===== src/rtl/gcd_lcm_seq.sv =====
// gcd_lcm_seq: sequential GCD / LCM engine for the RSA key-generation datapath.
// The GCD is computed with Stein's binary algorithm and a shared power-of-two
// count. LCM = (a / g) * b uses a restoring divider and a shift-add multiplier.
//
// Ports:
//   clk      rising-edge clock
//   rst      synchronous reset, active-high (priority over start)
//   start    begin an operation; accepted only when idle
//   mode     0 = GCD only, 1 = GCD and LCM (latched at start)
//   ina/inb  operands a and b (latched at start)
//   busy     high from the cycle after start is accepted until done
//   done     one-cycle pulse when gcd_out/lcm_out become valid
//   gcd_out  gcd(a, b), held until the next completed operation
//   lcm_out  lcm(a, b) when mode=1, else 0, held likewise
module gcd_lcm_seq #(
  parameter int unsigned WIDTH = 32,
  parameter int unsigned SHW   = $clog2(WIDTH) + 1
) (
  input  logic               clk,
  input  logic               rst,
  input  logic               start,
  input  logic               mode,
  input  logic [WIDTH-1:0]   ina,
  input  logic [WIDTH-1:0]   inb,
  output logic               busy,
  output logic               done,
  output logic [WIDTH-1:0]   gcd_out,
  output logic [2*WIDTH-1:0] lcm_out
);

  localparam int unsigned PW = 2 * WIDTH;
  localparam int unsigned CW = $clog2(WIDTH) + 1;

  typedef enum logic [2:0] {
    S_IDLE,
    S_GCD,
    S_DIV,
    S_MUL,
    S_DONE
  } state_e;

  state_e           state_q, state_d;
  // a_q is the GCD working value, then the dividend/quotient, then the multiplier
  logic [WIDTH-1:0] a_q, a_d;
  logic [WIDTH-1:0] b_q, b_d;
  logic [WIDTH-1:0] a0_q, a0_d;
  logic [WIDTH-1:0] b0_q, b0_d;
  logic [SHW-1:0]   k_q, k_d;
  logic             mode_q, mode_d;
  logic [WIDTH-1:0] g_q, g_d;
  logic [WIDTH-1:0] rem_q, rem_d;
  logic [CW-1:0]    cnt_q, cnt_d;
  logic [PW-1:0]    mcand_q, mcand_d;
  logic [PW-1:0]    prod_q, prod_d;
  logic             busy_q, busy_d;
  logic             done_q, done_d;
  logic [WIDTH-1:0] gcd_q, gcd_d;
  logic [PW-1:0]    lcm_q, lcm_d;

  logic [WIDTH:0]   rem_sh;
  logic [PW-1:0]    prod_nx;

  // Next-state and datapath logic
  always_comb begin
    state_d = state_q;
    a_d     = a_q;
    b_d     = b_q;
    a0_d    = a0_q;
    b0_d    = b0_q;
    k_d     = k_q;
    mode_d  = mode_q;
    g_d     = g_q;
    rem_d   = rem_q;
    cnt_d   = cnt_q;
    mcand_d = mcand_q;
    prod_d  = prod_q;
    busy_d  = busy_q;
    done_d  = 1'b0;
    gcd_d   = gcd_q;
    lcm_d   = lcm_q;
    rem_sh  = '0;
    prod_nx = '0;

    case (state_q)
      S_IDLE: begin
        if (start) begin
          a_d     = ina;
          b_d     = inb;
          a0_d    = ina;
          b0_d    = inb;
          mode_d  = mode;
          k_d     = '0;
          busy_d  = 1'b1;
          state_d = S_GCD;
        end
      end

      S_GCD: begin
        // b can only be zero if it started at zero, so this also covers the zero-operand cases
        if ((a_q == '0) || (b_q == '0)) begin
          g_d = (a_q | b_q) << k_q;
          if (mode_q && (a0_q != '0) && (b0_q != '0)) begin
            a_d     = a0_q;
            rem_d   = '0;
            cnt_d   = '0;
            state_d = S_DIV;
          end else begin
            gcd_d   = (a_q | b_q) << k_q;
            lcm_d   = '0;
            done_d  = 1'b1;
            busy_d  = 1'b0;
            state_d = S_DONE;
          end
        end else if (!a_q[0] && !b_q[0]) begin
          a_d = a_q >> 1;
          b_d = b_q >> 1;
          k_d = k_q + SHW'(1);
        end else if (!a_q[0]) begin
          a_d = a_q >> 1;
        end else if (!b_q[0]) begin
          b_d = b_q >> 1;
        end else if (a_q >= b_q) begin
          a_d = (a_q - b_q) >> 1;
        end else begin
          b_d = (b_q - a_q) >> 1;
        end
      end

      S_DIV: begin
        // Dividend bits leave a_q at the top while quotient bits enter at the bottom
        rem_sh = {rem_q, a_q[WIDTH-1]};
        if (rem_sh >= {1'b0, g_q}) begin
          rem_d = WIDTH'(rem_sh - {1'b0, g_q});
          a_d   = {a_q[WIDTH-2:0], 1'b1};
        end else begin
          rem_d = rem_sh[WIDTH-1:0];
          a_d   = {a_q[WIDTH-2:0], 1'b0};
        end
        cnt_d = cnt_q + CW'(1);
        if (cnt_q == CW'(WIDTH - 1)) begin
          cnt_d   = '0;
          prod_d  = '0;
          mcand_d = PW'(b0_q);
          state_d = S_MUL;
        end
      end

      S_MUL: begin
        prod_nx = prod_q + (a_q[0] ? mcand_q : '0);
        prod_d  = prod_nx;
        mcand_d = mcand_q << 1;
        a_d     = a_q >> 1;
        cnt_d   = cnt_q + CW'(1);
        if (cnt_q == CW'(WIDTH - 1)) begin
          gcd_d   = g_q;
          lcm_d   = prod_nx;
          done_d  = 1'b1;
          busy_d  = 1'b0;
          state_d = S_DONE;
        end
      end

      S_DONE: begin
        state_d = S_IDLE;
      end

      default: begin
        state_d = S_IDLE;
      end
    endcase
  end

  // State and output registers
  always_ff @(posedge clk) begin
    if (rst) begin
      state_q <= S_IDLE;
      a_q     <= '0;
      b_q     <= '0;
      a0_q    <= '0;
      b0_q    <= '0;
      k_q     <= '0;
      mode_q  <= 1'b0;
      g_q     <= '0;
      rem_q   <= '0;
      cnt_q   <= '0;
      mcand_q <= '0;
      prod_q  <= '0;
      busy_q  <= 1'b0;
      done_q  <= 1'b0;
      gcd_q   <= '0;
      lcm_q   <= '0;
    end else begin
      state_q <= state_d;
      a_q     <= a_d;
      b_q     <= b_d;
      a0_q    <= a0_d;
      b0_q    <= b0_d;
      k_q     <= k_d;
      mode_q  <= mode_d;
      g_q     <= g_d;
      rem_q   <= rem_d;
      cnt_q   <= cnt_d;
      mcand_q <= mcand_d;
      prod_q  <= prod_d;
      busy_q  <= busy_d;
      done_q  <= done_d;
      gcd_q   <= gcd_d;
      lcm_q   <= lcm_d;
    end
  end

  assign busy    = busy_q;
  assign done    = done_q;
  assign gcd_out = gcd_q;
  assign lcm_out = lcm_q;

endmodule


===== config.mk =====
export PLATFORM = sky130hd
export DESIGN_NAME = gcd_lcm_seq
export DESIGN_NICKNAME = d
export VERILOG_FILES = /design/src/rtl/gcd_lcm_seq.sv
export SDC_FILE = /design/constraint.sdc
export NUM_CORES = 1
export LEC_CHECK = 0
export ABC_CLOCK_PERIOD_IN_PS = 3400
export CAP_MARGIN = 25
export CORE_MARGIN = 3
export CORE_UTILIZATION = 40
export CTS_CLUSTER_SIZE = 12
export DETAILED_ROUTE_END_ITERATION = 10
export GPL_ROUTABILITY_DRIVEN = 0
export SYNTH_ARGS = -nofsm -noshare
export SYNTH_HDL_FRONTEND = slang
export SYNTH_SLANG_ARGS = --single-unit
export TNS_END_PERCENT = 20

===== constraint.sdc =====
create_clock -name clk -period 3.4 [get_ports clk]
set_clock_uncertainty 0.1 [all_clocks]
set_input_delay 0.34 -clock clk [delete_from_list [all_inputs] [get_ports clk]]
set_output_delay 0.34 -clock clk [all_outputs]
set_load 0.05 [all_outputs]

==> results of run 1 <==
==> worst min path at each step <==
stage	cells past startpoint	start	end	slack (ns)
after global routing	3	mode	mode_q	0.19
final	3	mode	mode_q	0.20
after floorplan	2	prod_q[27]	prod_q[27]	0.33
after CTS	3	mode	mode_q	0.17
after detailed placement	2	lcm_out[0]	lcm_out[0]	0.34
after global placement	2	lcm_out[25]	lcm_out[25]	0.34
==> metal layers <==
layer | up-vias | wire length, um | track usage
met1 | 14478 | 47830 | 0.3620
met5 | - | 0 | 0
li1 | 14756 | - | -
met3 | 241 | 7490 | 0.04030
met4 | 0 | 4430 | 0.1040
met2 | 1142 | 50030 | 0.4415
==> cells in the final DEF, fill, tap and decap left out, drive strengths merged, types with 75 or more instances in the layout <==
cell type	synthesis	layout
xnor2	96	96
nor2	347	347
a21oi	412	412
clkdlybuf4s50	0	164
ha	194	194
nand2	550	550
dfxtp	434	434
o21ai	195	195
a22oi	75	75
inv	165	167
buf	48	476
==> metrics by stage <==
step	TNS [ns]	setup slack, ns
floorplan	-0.07809	-0.02801
global placement	-1.707	-0.1876
detailed placement	-4.297	-0.2067
CTS	-0.03066	-0.02440
global route	-3.295	-0.1275
finish	-0.08979	-0.03231
==> power by group through the flow <==
stage	sequential, mW	clock [mW]	combinational, mW
CTS	5.38	5.76	5.35
detailed placement	5.49	0	5.25
floorplan	5.50	0	3.06
global route	5.40	5.98	5.99
finish	5.39	5.66	5.63
global placement	5.49	0	5.26
==> flip-flops by register name, summed over array words and instances (netlist names), 3 cells and up <==
register / flops
b_q: 32
prod_q: 64
gcd_out: 32
a0_q: 32
b0_q: 32
cnt_q: 6
g_q: 32
state_q: 3
a_q: 32
mcand_q: 64
lcm_out: 64
k_q: 6
rem_q: 32
==> area by class of cell <==
class | instances | area, um2 | share of cell area
Timing Repair Buffer | 643 | 5614 | 0.1495
Inverter | 166 | 623.1 | 0.01659
Clock inverter | 18 | 219.0 | 0.005830
Clock buffer | 71 | 1474 | 0.03924
Multi-Input combinational cell | 2981 | 19750 | 0.5257
Tap cell | 950 | 1189 | 0.03165
Sequential cell | 434 | 8695 | 0.2315
==> kinds of logic (layout without fill, tap and decap cells) <==
group | after synthesis | count (layout) | share of synthesized area
AND/OR/NAND/NOR | 1343 | 1344 | 0.2078
AO/OA/AOI/OAI | 1223 | 1223 | 0.2733
flip-flops | 434 | 434 | 0.2956
buffers and inverters | 425 | 898 | 0.05653
adder cells (fa/ha/maj) | 198 | 198 | 0.08531
XOR/XNOR | 132 | 132 | 0.03933
multiplexers | 84 | 84 | 0.04214
==> timing repair <==
action / CTS / global route
setup buffers: 5 / 10
hold endpoints to repair: 27 / 0
cloned: 1 / 2
hold buffers: 1 / 0
gates resized for setup: 35 / 99
endpoints found under the setup margin: 85 / 113
pin swaps: 11 / 32
==> critical path: stages (launching register included) <==
cell	delay (ns)
dfxtp_4	0.39
inv_1	0.07
ha_2	0.21
fa_2	0.39
nor2_4	0.14
o221ai_4	0.15
a211o_1	0.31
a311o_1	0.36
a31oi_4	0.23
buf_4	0.17
or2_4	0.16
buf_4	0.15
buf_4	0.14
o221ai_1	0.12
a221oi_1	0.26
==> parameters.txt, run 1 <==
Parameter                              Value

Clock tree
  Later-pin clock latency in the skew report    0.62 ns
  Number of levels in the clock H-tree    2
  Largest buffer count on any clock path    3
  CTS Sinks    434
  CTS tree    done
  Total clock buffers created by CTS    51
  Clk root buf    clkbuf_16
  Clock-pin slew reported for the worst setup and hold paths after clock tree synthesis    0.06 ns

Global route
  Wire length of the first global-routing pass    167900 um
  Number of antenna violations at the first check in global routing    0
  Number of global-route vias before repair    28.97k
  Total global-route track usage    0.2711
  GRT Residual Overflow    0
  Pin count of the biggest net entering global routing    166

Place
  Area after DPL    34990 um2
  Cell count after placement    5154
  Number of port buffers    165
  HPWL Detailed    82650 um

Power and ir drop
  Part of the power in combinational logic    0.338
  Switching power    5.733 mW
  Overall power after layout    16.68 mW
  Proportion of total power due to net switching    0.3437
  Internal portion of total power    10.95 mW
  Power density normalized to cell area    444.1 nW/um2
  Static leakage power    14.29 nW
  Worst voltage drop across the vdd grid    0.0003989 V
  Portion of total power attributed to the clock network    0.339
  Part of the total power dissipated in sequential elements    0.323

Timing
  Slew @ Worst Pin    0.8925 ns
  Final Setup Violations    5
  Total count of hold-check failures in the final report    0
  Worst rel slew slack    0.4050
  Minimum hold slack    0.1981 ns
  Final-report max-slew violation count    0
  Min setup slack post-route    -0.03231 ns
  Setup repair after global routing missed its margin    yes
  Final critical delay including setup and external delays    3.432 ns
  Part of the cycle the worst path needs    1.010
  Peak clock frequency supported by timing    291.3 MHz

Hold path
  Worst hold path class    primary input to flip-flop

Logic synthesis
  Top cells by count, synth    nand2_1, dfxtp_1, a21oi_1
  Dominant cell type by area after synthesis    dfxtp_1
  Number of flops mapped to enable cells by yosys    0
  Area fraction of the dominant cell type after synthesis    0.2956
  Number of different library cells in the post-synthesis netlist    88
  Post-Synthesis Mean Instance Area    7.656 um2
  Asr flop ratio synth    0
  Number of instances in the synthesized netlist    3839
  Total standard cell area after synthesis    29390 um2
  Share of the yosys chip area belonging to registers    0.2956
  Top post-synthesis cells by area    dfxtp_1, ha_1, nand2_1, a21oi_1, nor2_1
  Synthesized netlist net count    4105
  Synthesis Warnings    0
  Cell with the most instances after synthesis    nand2_1
  Top FF cell, synth    dfxtp_1
  Synthesized flop and latch total    434

Critical path
  Worst setup path endpoint    b_q[0]
  Reg-to-Reg End    b_q[0]
  Source of the critical timing path    a_q[0]
  FF-to-FF path depth    14
  R2R Setup Slk    -0.03 ns
  Critical Path Source Type    flip-flop
  Arrival @ worst endpoint    3.84 ns
  Startpoint of the lowest-slack register-to-register path    a_q[0]
  Req. time, crit path    3.81 ns
  Class of the most critical setup path    flip-flop to flip-flop
  Sort of element at the end of the critical path    flip-flop
  Worst-path maximum fanout    5

Final layout
  Diode count    0
  Final Net Count    4543
  Finished Core Util    0.5209
  Layout cells sized above 1    0.1739
  Post-route standard cell area excluding fillers    37560 um2
  Post-Layout Cell Count    5263
  Area delta synth->final    27.78%
  Filler Cells Inserted    6980

Routing
  Vias post-DR    30.62k
  WL per Instance    20.86 um
  Antenna Nets Post-Route    0
  Via-to-Cell Ratio    5.817
  DRC marker count from the first detailed-route iteration    2910
  Final routed DRC violation total    0
  Iteration count of the initial detailed-routing pass    8
  Total detailed-routing wirelength    109800 um

Floorplanning
  Die outline width    277.1 um
  Die outline height    277.1 um
  Area of the core    72100 um2
  Die outline area    76770 um2
  Count of standard-cell rows    98
  Initial core utilization    0.4077
  Number of top-level pins    166

Run status
  Failing checks    setup timing
  Result of the run    finished with violations

Job
  Number of violations of the max-capacitance limit    0
Power figures use the tool's default switching activity.
==> run 2, diff against run 1 <==
- CORE_UTILIZATION: 40 -> 45
- PLACE_DENSITY: not set -> 0.65
==> parameters.txt, run 2 (same netlist as run 1, synthesis figures left out) <==
Parameter                              Value

Global route
  Met3 routing resource usage after global routing    0.04042 (was 0.04030)
  Pin count of the biggest net entering global routing    172 (was 166)
  Number of antenna violations at the first check in global routing    0 (unchanged)
  Met1 track demand over resource    0.3885 (was 0.3620)
  Wire length of the first global-routing pass    160000 um (was 167900 um)
  Total global-route track usage    0.2938 (was 0.2711)
  GRT Residual Overflow    0 (unchanged)
  Met2 track utilization from global routing    0.4816 (was 0.4415)
  Number of global-route vias before repair    28.47k (was 28.97k)
  Top Usage Layer GRT    met2 (unchanged)

Critical path
  Req. time, crit path    3.81 ns (about the same)
  Worst-path cell with the longest stage delay    a311oi_1 (was dfxtp_4)
  Arrival @ worst endpoint    3.90 ns (was 3.84 ns)
  Cells traversed along the worst timing path    buf_12 > buf_4 > nor4_1 > nand4_1 > o22ai_1 > buf_4 > a311oi_1 > o211ai_2 > buf_12 > or4_1 > o311ai_1 (was inv_1 > ha_2 > fa_2 > nor2_4 > o221ai_4 > a211o_1 > a311o_1 > a31oi_4 > buf_4 > or2_4 > buf_4 > buf_4 > o221ai_1 > a221oi_1)
  Class of the most critical setup path    flip-flop to flip-flop (unchanged)
  Worst-path maximum fanout    12 (was 5)
  Slowest Stage Delay on Critical Path    0.82 ns (was 0.39 ns)
  Sort of element at the end of the critical path    flip-flop (unchanged)
  Critical Path Source Type    flip-flop (unchanged)

Power and ir drop
  Proportion of total power due to net switching    0.3368 (was 0.3437)
  Part of the power in combinational logic    0.326 (was 0.338)
  Power density normalized to cell area    449.9 nW/um2 (was 444.1 nW/um2)
  Internal portion of total power    11.10 mW (was 10.95 mW)
  Switching power    5.640 mW (was 5.733 mW)
  Part of the total power dissipated in sequential elements    0.321 (was 0.323)
  Static leakage power    14.14 nW (was 14.29 nW)
  Overall power after layout    16.74 mW (was 16.68 mW)
  Worst voltage drop across the vdd grid    0.0003499 V (was 0.0003989 V)
  Portion of total power attributed to the clock network    0.353 (was 0.339)

Routing
  Vias post-DR    30.71k (was 30.62k)
  WL per Instance    20.46 um (was 20.86 um)
  Final routed DRC violation total    0 (unchanged)
  Total detailed-routing wirelength    105000 um (was 109800 um)
  Antenna Nets Post-Route    0 (unchanged)
  DRC marker count from the first detailed-route iteration    2642 (was 2910)
  Iteration count of the initial detailed-routing pass    8 (unchanged)
  Via-to-Cell Ratio    5.982 (was 5.817)

Clock tree
  Later-pin clock latency in the skew report    0.62 ns (about the same)
  Clk root buf    clkbuf_16 (unchanged)
  Largest buffer count on any clock path    3 (unchanged)
  CTS tree    done (unchanged)
  CTS Sinks    434 (unchanged)
  Number of levels in the clock H-tree    2 (unchanged)
  Clock-pin slew reported for the worst setup and hold paths after clock tree synthesis    0.06 ns (about the same)
  Total clock buffers created by CTS    51 (unchanged)

Job
  Number of violations of the max-capacitance limit    0 (unchanged)

Final layout
  Final Net Count    4503 (was 4543)
  Layout cells sized above 1    0.1688 (was 0.1739)
  Filler Cells Inserted    6092 (was 6980)
  Most common cell after layout, fill and taps aside    nand2_1 (unchanged)
  Area delta synth->final    26.62% (was 27.78%)
  Diode count    0 (unchanged)
  Most frequent cells in the layout    nand2_1, dfxtp_1, buf_4 (was nand2_1, buf_4, dfxtp_1)
  Multi-input logic area    19770 um2 (was 19750 um2)
  Register cell area after layout    8695 um2 (unchanged)

Timing
  Final critical delay including setup and external delays    3.492 ns (was 3.432 ns)
  Minimum hold slack    0.1747 ns (was 0.1981 ns)
  Total count of hold-check failures in the final report    0 (unchanged)
  Setup repair after global routing missed its margin    yes (unchanged)
  Final-report max-slew violation count    0 (unchanged)
  Final Setup Violations    8 (was 5)
  Min setup slack post-route    -0.09199 ns (was -0.03231 ns)
  Slew @ Worst Pin    1.066 ns (was 0.8925 ns)
  Worst rel slew slack    0.2844 (was 0.4050)
  Peak clock frequency supported by timing    286.4 MHz (was 291.3 MHz)
  Part of the cycle the worst path needs    1.027 (was 1.010)

Run status
  Failing checks    setup timing (unchanged)
  Result of the run    finished with violations (unchanged)

Hold path
  Worst hold path class    primary input to flip-flop (unchanged)

Floorplanning
  Count of standard-cell rows    93 (was 98)
  Die outline height    261.6 um (was 277.1 um)
  Die outline area    68420 um2 (was 76770 um2)
  Initial core utilization    0.4551 (was 0.4077)
  Area of the core    64580 um2 (was 72100 um2)
  Number of top-level pins    166 (unchanged)
  Die outline width    261.6 um (was 277.1 um)

Place
  Dpl ws    -0.2218 ns (was -0.2067 ns)
  Number of port buffers    165 (unchanged)
  HPWL Detailed    79550 um (was 82650 um)
[run 2: metrics by stage]
| step | utilization | TNS [ns] | area [um2] | std cells |
|---|---|---|---|---|
| after CTS | 0.5670 | -0.2135 | 36620 | 5125 |
| final | 0.5763 | -0.3252 | 37220 | 5133 |
| after floorplan | - | -0.07809 | 29400 | 3839 |
| after global routing | 0.5763 | -2.129 | 37220 | 5133 |
| after detailed placement | 0.5359 | -2.553 | 34610 | 5025 |
| after global placement | 0.5359 | -1.223 | 34610 | 5025 |
[run 2: layer usage]
layer,up-vias,wire (um)
met5,-,0
met4,0,4688
met3,248,7847
met2,1256,48100
met1,14514,44380
li1,14690,-
[run 2: timing repair]
action | CTS | global route
hold buffers | 0 | 0
gates cloned | 1 | 0
setup buffers | 5 | 9
pin swaps | 14 | 33
setup endpoints to repair | 42 | 155
gates resized for setup | 27 | 118
[run 2: final timing paths]
check        cells past startpoint         from  slack [ns]           to
max                             11       a_q[0]       -0.09      a_q[25]
min                              3         mode        0.17       mode_q
min reg2reg                      2  lcm_out[28]        0.35  lcm_out[28]
max reg2reg                     11       a_q[0]       -0.09      a_q[25]
[run 2: worst max-delay path, delay by kind of cell, from the launching register on]
family	cells	cell delay [ns]
AOI/OAI and AO/OA	4	1.39
buffers and inverters	4	0.79
and+or+nand+nor	3	0.72
DFF	1	0.38
[run 2: final cells by class]
| class | count | area share |
|---|---|---|
| Multi-Input combinational cell | 2980 | 0.5313 |
| Sequential cell | 434 | 0.2336 |
| Timing Repair Buffer | 604 | 0.1409 |
| Clock buffer | 70 | 0.03836 |
| Tap cell | 855 | 0.02874 |
| Inverter | 166 | 0.01674 |
| Clock inverter | 24 | 0.01032 |
[run 2: power groups by stage]
| stage | registers (mW) | clock network [mW] | logic [mW] |
|---|---|---|---|
| 6_report | 5.38 | 5.91 | 5.45 |
| 5_1_grt | 5.39 | 6.21 | 5.81 |
| 4_1_cts | 5.38 | 6.01 | 5.23 |
| 3_5_place_dp | 5.48 | 0 | 5.16 |
| 3_3_place_gp | 5.48 | 0 | 5.16 |
| 2_1_floorplan | 5.50 | 0 | 3.06 |
